$ cat config.mk
export PLATFORM = sky130hd
export DESIGN_NAME = sb_downsize
export DESIGN_NICKNAME = d
export VERILOG_FILES = /design/src/rtl/sb_downsize.sv
export SDC_FILE = /design/constraint.sdc
export NUM_CORES = 1
export LEC_CHECK = 0
export CAP_MARGIN = 30
export CORE_AREA = 2 2 173 175
export CTS_CLUSTER_DIAMETER = 150
export DETAILED_ROUTE_END_ITERATION = 8
export DIE_AREA = 0 0 175 177
export PLACE_DENSITY = 0.85
export RECOVER_POWER = 100
export SLEW_MARGIN = 20
export SYNTH_ARGS = -nofsm -noshare
export SYNTH_HDL_FRONTEND = slang
export SYNTH_SLANG_ARGS = --single-unit
$ cat constraint.sdc
create_clock -name clk -period 37.7 [get_ports clk]
set_clock_uncertainty 0.1 [all_clocks]
set_input_delay 9.425 -clock clk [delete_from_list [all_inputs] [get_ports clk]]
set_output_delay 9.425 -clock clk [all_outputs]
set_load 0.02 [all_outputs]
$ cat src/rtl/sb_downsize.sv
// sb_downsize: splits each 256-bit switchboard RX word into 256/OUT_WIDTH beats, LSB slice first.
// Optional statistics counters are enabled with `define SB_DOWNSIZE_STATS_EN.
module sb_downsize #(
    parameter int OUT_WIDTH = 64
) (
    input  logic                 clk,
    input  logic                 rst,
    input  logic [255:0]         in_data,
    input  logic [31:0]          in_dest,
    input  logic                 in_last,
    input  logic                 in_valid,
    output logic                 in_ready,
    output logic [OUT_WIDTH-1:0] out_data,
    output logic [31:0]          out_dest,
    output logic                 out_last,
    output logic                 out_valid,
    input  logic                 out_ready
`ifdef SB_DOWNSIZE_STATS_EN
    ,
    output logic [31:0]          word_count,
    output logic [31:0]          pkt_count,
    output logic [31:0]          stall_count
`endif
);

    localparam int BEATS = 256 / OUT_WIDTH;
    localparam int CNT_W = (BEATS > 1) ? $clog2(BEATS) : 1;

    if (OUT_WIDTH != 8 && OUT_WIDTH != 16 && OUT_WIDTH != 32 &&
        OUT_WIDTH != 64 && OUT_WIDTH != 128 && OUT_WIDTH != 256) begin : g_bad_width
        $error("sb_downsize: OUT_WIDTH must be 8, 16, 32, 64, 128 or 256");
    end

    typedef enum logic {IDLE, SEND} state_t;

    state_t               r_state;
    logic [CNT_W-1:0]     r_beat;
    logic [255:0]         r_hold_data;
    logic [31:0]          r_hold_dest;
    logic                 r_hold_last;
    logic [OUT_WIDTH-1:0] r_out_data;
    logic [31:0]          r_out_dest;
    logic                 r_out_last;
    logic                 r_out_valid;

    logic                 w_last_beat;
    logic                 w_in_ready;
    logic                 w_accept;
    logic [CNT_W-1:0]     w_next_beat;
    logic [8:0]           w_shift;
    logic [OUT_WIDTH-1:0] w_next_slice;

    assign w_last_beat  = (r_beat == CNT_W'(BEATS - 1));
    assign w_in_ready   = !rst && ((r_state == IDLE) ||
                                   (r_state == SEND && w_last_beat && out_ready));
    assign w_accept     = in_valid && w_in_ready;
    assign w_next_beat  = r_beat + 1'b1;
    // Shift instead of an indexed part-select keeps the index width-clean for every OUT_WIDTH.
    assign w_shift      = 9'(w_next_beat) * 9'(OUT_WIDTH);
    assign w_next_slice = OUT_WIDTH'(r_hold_data >> w_shift);

    always_ff @(posedge clk or posedge rst) begin
        if (rst) begin
            r_state     <= IDLE;
            r_beat      <= '0;
            r_hold_data <= '0;
            r_hold_dest <= '0;
            r_hold_last <= 1'b0;
            r_out_data  <= '0;
            r_out_dest  <= '0;
            r_out_last  <= 1'b0;
            r_out_valid <= 1'b0;
        end else if (w_accept) begin
            r_state     <= SEND;
            r_beat      <= '0;
            r_hold_data <= in_data;
            r_hold_dest <= in_dest;
            r_hold_last <= in_last;
            r_out_data  <= in_data[OUT_WIDTH-1:0];
            r_out_dest  <= in_dest;
            r_out_last  <= in_last && (BEATS == 1);
            r_out_valid <= 1'b1;
        end else if (r_state == SEND && out_ready) begin
            if (!w_last_beat) begin
                r_beat     <= w_next_beat;
                r_out_data <= w_next_slice;
                r_out_last <= r_hold_last && (w_next_beat == CNT_W'(BEATS - 1));
            end else begin
                r_state     <= IDLE;
                r_out_valid <= 1'b0;
                r_out_last  <= 1'b0;
            end
        end
    end

    assign in_ready  = w_in_ready;
    assign out_data  = r_out_data;
    assign out_dest  = r_out_dest;
    assign out_last  = r_out_last;
    assign out_valid = r_out_valid;

`ifdef SB_DOWNSIZE_STATS_EN
    logic [31:0] r_word_count;
    logic [31:0] r_pkt_count;
    logic [31:0] r_stall_count;

    always_ff @(posedge clk or posedge rst) begin
        if (rst) begin
            r_word_count  <= '0;
            r_pkt_count   <= '0;
            r_stall_count <= '0;
        end else begin
            if (w_accept)
                r_word_count <= r_word_count + 32'd1;
            if (r_out_valid && r_out_last && out_ready)
                r_pkt_count <= r_pkt_count + 32'd1;
            if (r_out_valid && !out_ready && r_stall_count != '1)
                r_stall_count <= r_stall_count + 32'd1;
        end
    end

    assign word_count  = r_word_count;
    assign pkt_count   = r_pkt_count;
    assign stall_count = r_stall_count;
`endif

endmodule

# [Word level (Yosys, flattened, before mapping)]
# Index checks and enable logic that the tools add are counted.
[classes] addsub=1 eq_ne=3 shifts=1 mux=12 bitwise=1 reduce_logical=12
[ops] operator="$shr 256x8->64" count=1
[ops] operator="$mux 64" count=3
[ops] operator="$logic_and 1x1->1" count=6
[ops] operator="$mux 1" count=6
[ops] operator="$mux 2" count=3
[ops] operator="$eq 2x2->1 const B" count=2
[ops] operator="$reduce_and 2->1" count=2
[ops] operator="$reduce_bool 2->1" count=2
[ops] operator="$add 2x1->2 const B" count=1
[ops] operator="$ne 2x1->1 const B" count=1
[ops] operator="$logic_not 1->1" count=1
[ops] operator="$logic_or 1x1->1" count=1
[ops] operator="$not 1->1" count=1
[totals] register_bits=357 input_bits=293 out_inout_bits=99 elab_cells=37

# [Logic depth before layout (Yosys ltp)]
# Gate-level depths: netlist of the first run.
[depth] depth_word=8 mapped_depth=11

# [Worst setup path before layout of the first run]
# OpenSTA, ideal clock, no wires.
[synth_path] path_kind="input-to-output" from="in rst" to="out in_ready" arrival_ns=17.619 t_required_ns=28.175 slack_ns=10.556 stages=2 n_path_buf=0 cell_sequence="inv_1 -> and2_1"
[synth_via] elab_chain_len=2
[synth_rtl] item="start: declaration" line_no="7" source="input logic rst,"
[synth_rtl] item="$logic_not 1->1 (no line)"
[synth_rtl] item="$logic_and 1x1->1" line_no="54" source="assign w_in_ready = !rst && ((r_state == IDLE) ||"
[synth_rtl] item="end: declaration" line_no="12" source="output logic in_ready,"
# No other way between the ends.

# [Worst setup path after layout of the first run]
# Ends and elaborated chain as after synthesis.

==> summary.txt, run 1 <==
Clock tree
  • Latest clock arrival within the worst-skew pair: 510 ps
  • Clock buffer depth: 3
  • Worst-path clk slew: 60 ps
  • H-tree level count: 2
  • Clock root cell: clkbuf_16
  • CTS tree: yes
  • Hold buffers post-CTS: 0
  • Post-cts resize count: 0
  • Num CTS Buffers: 38
  • Post-CTS setup buffer count: 0
  • Clock tree sinks: 357

Yosys
  • Synth Area in XOR/XNOR: 0
  • Area leader, netlist: dfrtp_1
  • Mapped Cells: 1012
  • Cell variety after synth: 26
  • Top cells by area, synth: dfrtp_1, mux2_2, mux4_2
  • Synth warnings: 0
  • Simple-Gate Fraction of Synth Area: 0.0414
  • Post-synthesis adder-cell area fraction: 0.00164
  • #FFs+latches synth: 357
  • Main combinational cell family by area after synthesis: multiplexers
  • Register area share after synthesis: 0.587
  • Post-Synthesis Cell Area: 15200 um2
  • Post-Syn Nets: 1307
  • Mux contribution to synthesized area: 0.289
  • Share of the synthesized area in the top cell type: 0.587
  • Area fraction in compound gates after synthesis: 0.0485
  • Mean Syn Cell Area: 15.0 um2

Timing
  • Pins over their slew limit: 778
  • Worst Setup Slack, final: 12970 ps
  • Final hold vios: 0
  • Worst slew pin tran: 8660 ps
  • Setup tns final: 0 ps
  • Minimum clock period: 24730 ps
  • Smallest hold slack: 397 ps
  • Slew HR: -4.77
  • RSZ-0062 raised after global routing: no
  • Maximum operating frequency: 40.4 MHz
  • Share of the clock period used by the worst path: 0.656
  • Final setup viols: 0

Pwr
  • Total power draw: 1.78 mW
  • Peak VDD IR: 46.2 uV
  • Leakage: 8.59 nW
  • P per Cell Area: 86.3 nW/um2

Placement
  • RePlAce Congestion: 0.832
  • Pre-CTS WS: 16750 ps
  • Cell Area, Placed: 19400 um2
  • DP Wirelength: 25.5 mm
  • Port bufs: 391
  • Inst Count DP: 1733

Global route
  • Vias in the first global route: 11100
  • Largest net degree at the start of global routing: 188
  • First-pass GRT wire length: 61.0 mm
  • Global route overflow: 0
  • Initial antenna violation count: 3
  • GRT Total Usage: 0.254

Finish
  • Fillers: 1949
  • Fin cells: 1802
  • Core Util, Final: 0.706
  • Post-route design area: 20600 um2
  • Layout cells sized above 1: 0.282
  • Layout area overhead: 35.7%
  • Fin nets: 1679

Setup path
  • Arrival time at the worst endpoint: 15200 ps
  • WP data required: 28180 ps
  • Critical path class: in2out
  • Startpoint Class: primary input
  • CP Capture Type: primary output
  • CP max FO: 103

Drt
  • DRT iter0 DRCs: 777
  • Initial DRT Pass Iterations: 5
  • DR WL/cell: 21.8 um
  • Final WL: 39.3 mm
  • Routed Antenna Nets: 0
  • Vias per cell: 5.67
  • Drt drc: 0
  • Via Count: 10200

Outcome
  • Status: finished with violations
  • Violated checks: capacitance limit, slew limit

Die
  • Die height: 177 um
  • Rows: 63
  • Die extent in x: 175 um
  • Full die area: 31000 um2
  • IO Pins: 392
  • Initial Utilization: 0.520
  • Core area: 29200 um2

Hold path
  • Hold Path Class: reg2reg

Run
  • Max-cap violations: 11
-- Yosys cell counts (all sizes together) --
master  count
mux2      263
o211ai     27
a21oi       1
ha          2
a21bo       1
nor2b       1
o22ai       1
clkbuf     20
nand3      27
a221o      37
nand2      59
a31o        1
and2       39
buf        53
o21ai      27
inv        29
nor3        1
nand3b      1
dfrtp     357
and3b       1
mux4       64
-- report_power, final --
part,internal (mW),leakage [nW],total [mW],switching [mW]
Sequential,0.579,4.29,0.689,0.110
Clock,0.235,0.647,0.385,0.149
Combinational,0.408,3.65,0.707,0.298
-- final timing paths --
| kind | end | slack, ps | cells after the start | startpoint |
|---|---|---|---|---|
| setup / recovery | in_ready | 12970 | 4 | rst |
| hold / removal | out_dest[20]$_DFFE_PP0P_ | 400 | 1 | out_dest[20]$_DFFE_PP0P_ |
| setup reg to reg | r_hold_data[154]$_DFFE_PP0P_ | 27000 | 6 | r_beat[0]$_DFFE_PP0P_ |
| hold reg to reg | out_dest[20]$_DFFE_PP0P_ | 400 | 1 | out_dest[20]$_DFFE_PP0P_ |
| max in group asynchronous | r_beat[0]$_DFFE_PP0P_ | 15740 | 4 | rst |
| min in group asynchronous | r_hold_data[169]$_DFFE_PP0P_ | 10740 | 2 | rst |
-- layer usage --
metal | GRT usage | share of wire
met2 | 0.422 | 0.50
met1 | 0.320 | 0.39
met3 | 0.0653 | 0.074
met4 | 0.103 | 0.039
met5 | 0 | 0.00023
-- state kept, by name, summed over array words and instances, names as in the netlist --
name	flops
out_data	64
out_dest	32
out_last	1
out_valid	1
r_beat	2
r_hold_data	256
r_hold_last	1
-- layout by cell type, fill, tap and decap left out, types with 28 or more instances in the layout --
cell               n
nand2_1           59
clkbuf_16         41
a221o_1           37
dfrtp_1          356
and2_1            36
inv_1             28
clkdlybuf4s50_1  292
mux2_2           260
mux4_2            64
dlygate4sd3_1     99
-- logic make-up (layout without fill, tap and decap cells) --
group,Yosys count,after routing
compound gates,95,95
fa+ha+maj,2,2
buf+inv,102,500
flops,357,357
mux,327,327
other cells,0,2
simple gates,129,129
-- area by class of cell --
type	count	area (um2)	share of cell area
clock buffer	56	1170	0.0568
sequential	357	8940	0.433
clock inverter	10	125	0.00606
timing repair buffer	405	3990	0.193
tap	390	488	0.0236
inverter	29	110	0.00533
antenna	2	5.00	0.000242
multi-input combinational	553	5820	0.282
-- worst max-delay path, cell delays in order --
cell and delay, ps:
dlygate4sd3_1 610, clkinvlp_2 3430, and2_0 1160, clkdlybuf4s50_1 570
Power figures use the tool's default switching activity.
==> inputs of run 2 (changes only) <==
CORE_AREA = 2 2 189 191   (was 2 2 173 175)
DIE_AREA = 0 0 191 193   (was 0 0 175 177)
PLACE_DENSITY = 0.76   (was 0.85)
clock period = 21.2 ns   (was 37.7 ns; I/O delays follow)
==> summary.txt, run 2 (synthesis results as in run 1) <==
Outcome
  • Status: finished with violations
  • Violated checks: capacitance limit, slew limit

Timing
  • Worst slew pin tran: 3940 ps
  • Minimum clock period: 15240 ps
  • Final hold vios: 0
  • Maximum operating frequency: 65.6 MHz
  • RSZ-0062 raised after global routing: no
  • Share of the clock period used by the worst path: 0.719
  • Final setup viols: 0
  • Slew HR: -1.63
  • Pins over their slew limit: 435
  • Setup tns final: 0 ps
  • Worst Setup Slack, final: 5960 ps

Hold path
  • HP Start: out_dest[31]$_DFFE_PP0P_
  • Worst hold endpoint: out_dest[31]$_DFFE_PP0P_
  • Hold Path Class: reg2reg
  • Hold path cells: 1

Die
  • Die extent in x: 191 um
  • Rows: 69
  • Initial Utilization: 0.435
  • Core area: 35000 um2
  • Full die area: 36900 um2
  • Die height: 193 um
  • IO Pins: 392

Finish
  • Layout area overhead: 36.2%
  • Core Util, Final: 0.593
  • Fin cells: 1877
  • Fin nets: 1684
  • Fillers: 2756
  • Largest register FFs: 256
  • Layout cells sized above 1: 0.283
  • Most flops, register: r_hold_data
  • Commonest non-fill, non-tap cells in the layout: dfrtp_1, clkdlybuf4s50_1, mux2_2, dlygate4sd3_1, mux4_2
  • Most common cell after layout, fill and taps aside: dfrtp_1

Global route
  • Largest net degree at the start of global routing: 179
  • Global route overflow: 0
  • Initial antenna violation count: 1
  • GRT Total Usage: 0.211
  • First-pass GRT wire length: 60.5 mm
  • Vias in the first global route: 10700

Setup path
  • R2r endpoint: out_dest[30]$_DFFE_PP0P_
  • Startpoint Class: primary input
  • Worst reg-to-reg setup slack: 11250 ps
  • Crit Reg-Reg Startpoint: r_beat[0]$_DFFE_PP0P_
  • CP Capture Type: register
  • Arrival time at the worst endpoint: 15540 ps
  • Worst r2r path cells: 7
  • CP max FO: 68
  • Critical path class: in2reg
  • WP data required: 21500 ps

Placement
  • Pre-CTS WS: 8480 ps
  • Port bufs: 391
  • DP Wirelength: 25.7 mm
  • Inst Count DP: 1805
  • RePlAce Congestion: 0.783

Pwr
  • Leakage: 8.59 nW
  • Peak VDD IR: 118 uV
  • P per Cell Area: 151 nW/um2

Drt
  • DR WL/cell: 20.8 um
  • Routed Antenna Nets: 0
  • Initial DRT Pass Iterations: 4
  • DRT iter0 DRCs: 511
  • Final WL: 39.1 mm
  • Drt drc: 0
  • Vias per cell: 5.30
  • Via Count: 9940

Clock tree
  • H-tree level count: 2
  • Num CTS Buffers: 40
  • Post-CTS setup buffer count: 0
  • Worst-path clk slew: 60 ps
  • Clock buffer depth: 3
  • Hold buffers post-CTS: 0
  • Clock root cell: clkbuf_16
  • Latest clock arrival within the worst-skew pair: 530 ps
  • CTS tree: yes
  • Clock tree sinks: 357
  • Post-cts resize count: 0

Run
  • Max-cap violations: 8
==> run 2: changes by cell type in the layout (fill, tap and decap cells not counted), moves of 2 or more <==
cell	delta
inv_6	+3
clkbuf_1	+5
mux2_2	+3
mux2_1	-3
bufinv_16	-2
clkinv_2	-2
==> run 2: layout make-up <==
class	count	area [um2]	area share
flip-flops and latches	357	8940	0.431
multi-input cells	553	5820	0.281
diodes	1	2.50	0.000121
repair buffers	408	4020	0.194
inverters	29	116	0.00561
clock inverters	9	81.3	0.00392
well taps	461	577	0.0278
clock buffers	59	1170	0.0566
==> run 2: critical path, stage by stage <==
cell	delay (ps)
dlygate4sd3_1	650
nor2b_4	130
clkbuf_1	1470
and2_0	2950
clkbuf_1	2330
clkbuf_1	2100
mux2_2	470
==> run 2: per-layer routing <==
metal	routed length (um)	vias to the layer above	global-route usage	part of all wire
li1	-	4463	-	-
met1	15800	5098	0.273	0.40
met2	19200	312	0.345	0.49
met3	3110	65	0.0652	0.080
met4	892	2	0.0617	0.023
met5	13	-	0	0.00033
==> run 2: how the worst max path moves through the flow <==
stage / to / slack (ps) / depth (start not counted) / start
2_1_floorplan: in_ready / 2310 / 2 / rst
3_3_place_gp: in_ready / 8490 / 4 / rst
3_5_place_dp: in_ready / 8480 / 4 / rst
4_1_cts: in_ready / 8470 / 4 / rst
5_1_grt: out_data[2]$_DFFE_PP0P_ / 4990 / 7 / rst
6_report: out_dest[30]$_DFFE_PP0P_ / 5960 / 7 / rst
==> run 2: power by group <==
part / switching, mW / internal, mW
registers: 0.193 / 1.03
clock network: 0.270 / 0.395
logic: 0.526 / 0.716
==> run 2: per-stage QoR <==
| step | hold WS [ps] | instance area [um2] | power (mW) |
|---|---|---|---|
| after floorplan | 375 | 15200 | 2.06 |
| after global placement | 384 | 19500 | 2.46 |
| after detailed placement | 391 | 19500 | 2.51 |
| after CTS | 404 | 20700 | 3.19 |
| after global routing | 410 | 20700 | 3.32 |
| final | 397 | 20700 | 3.13 |
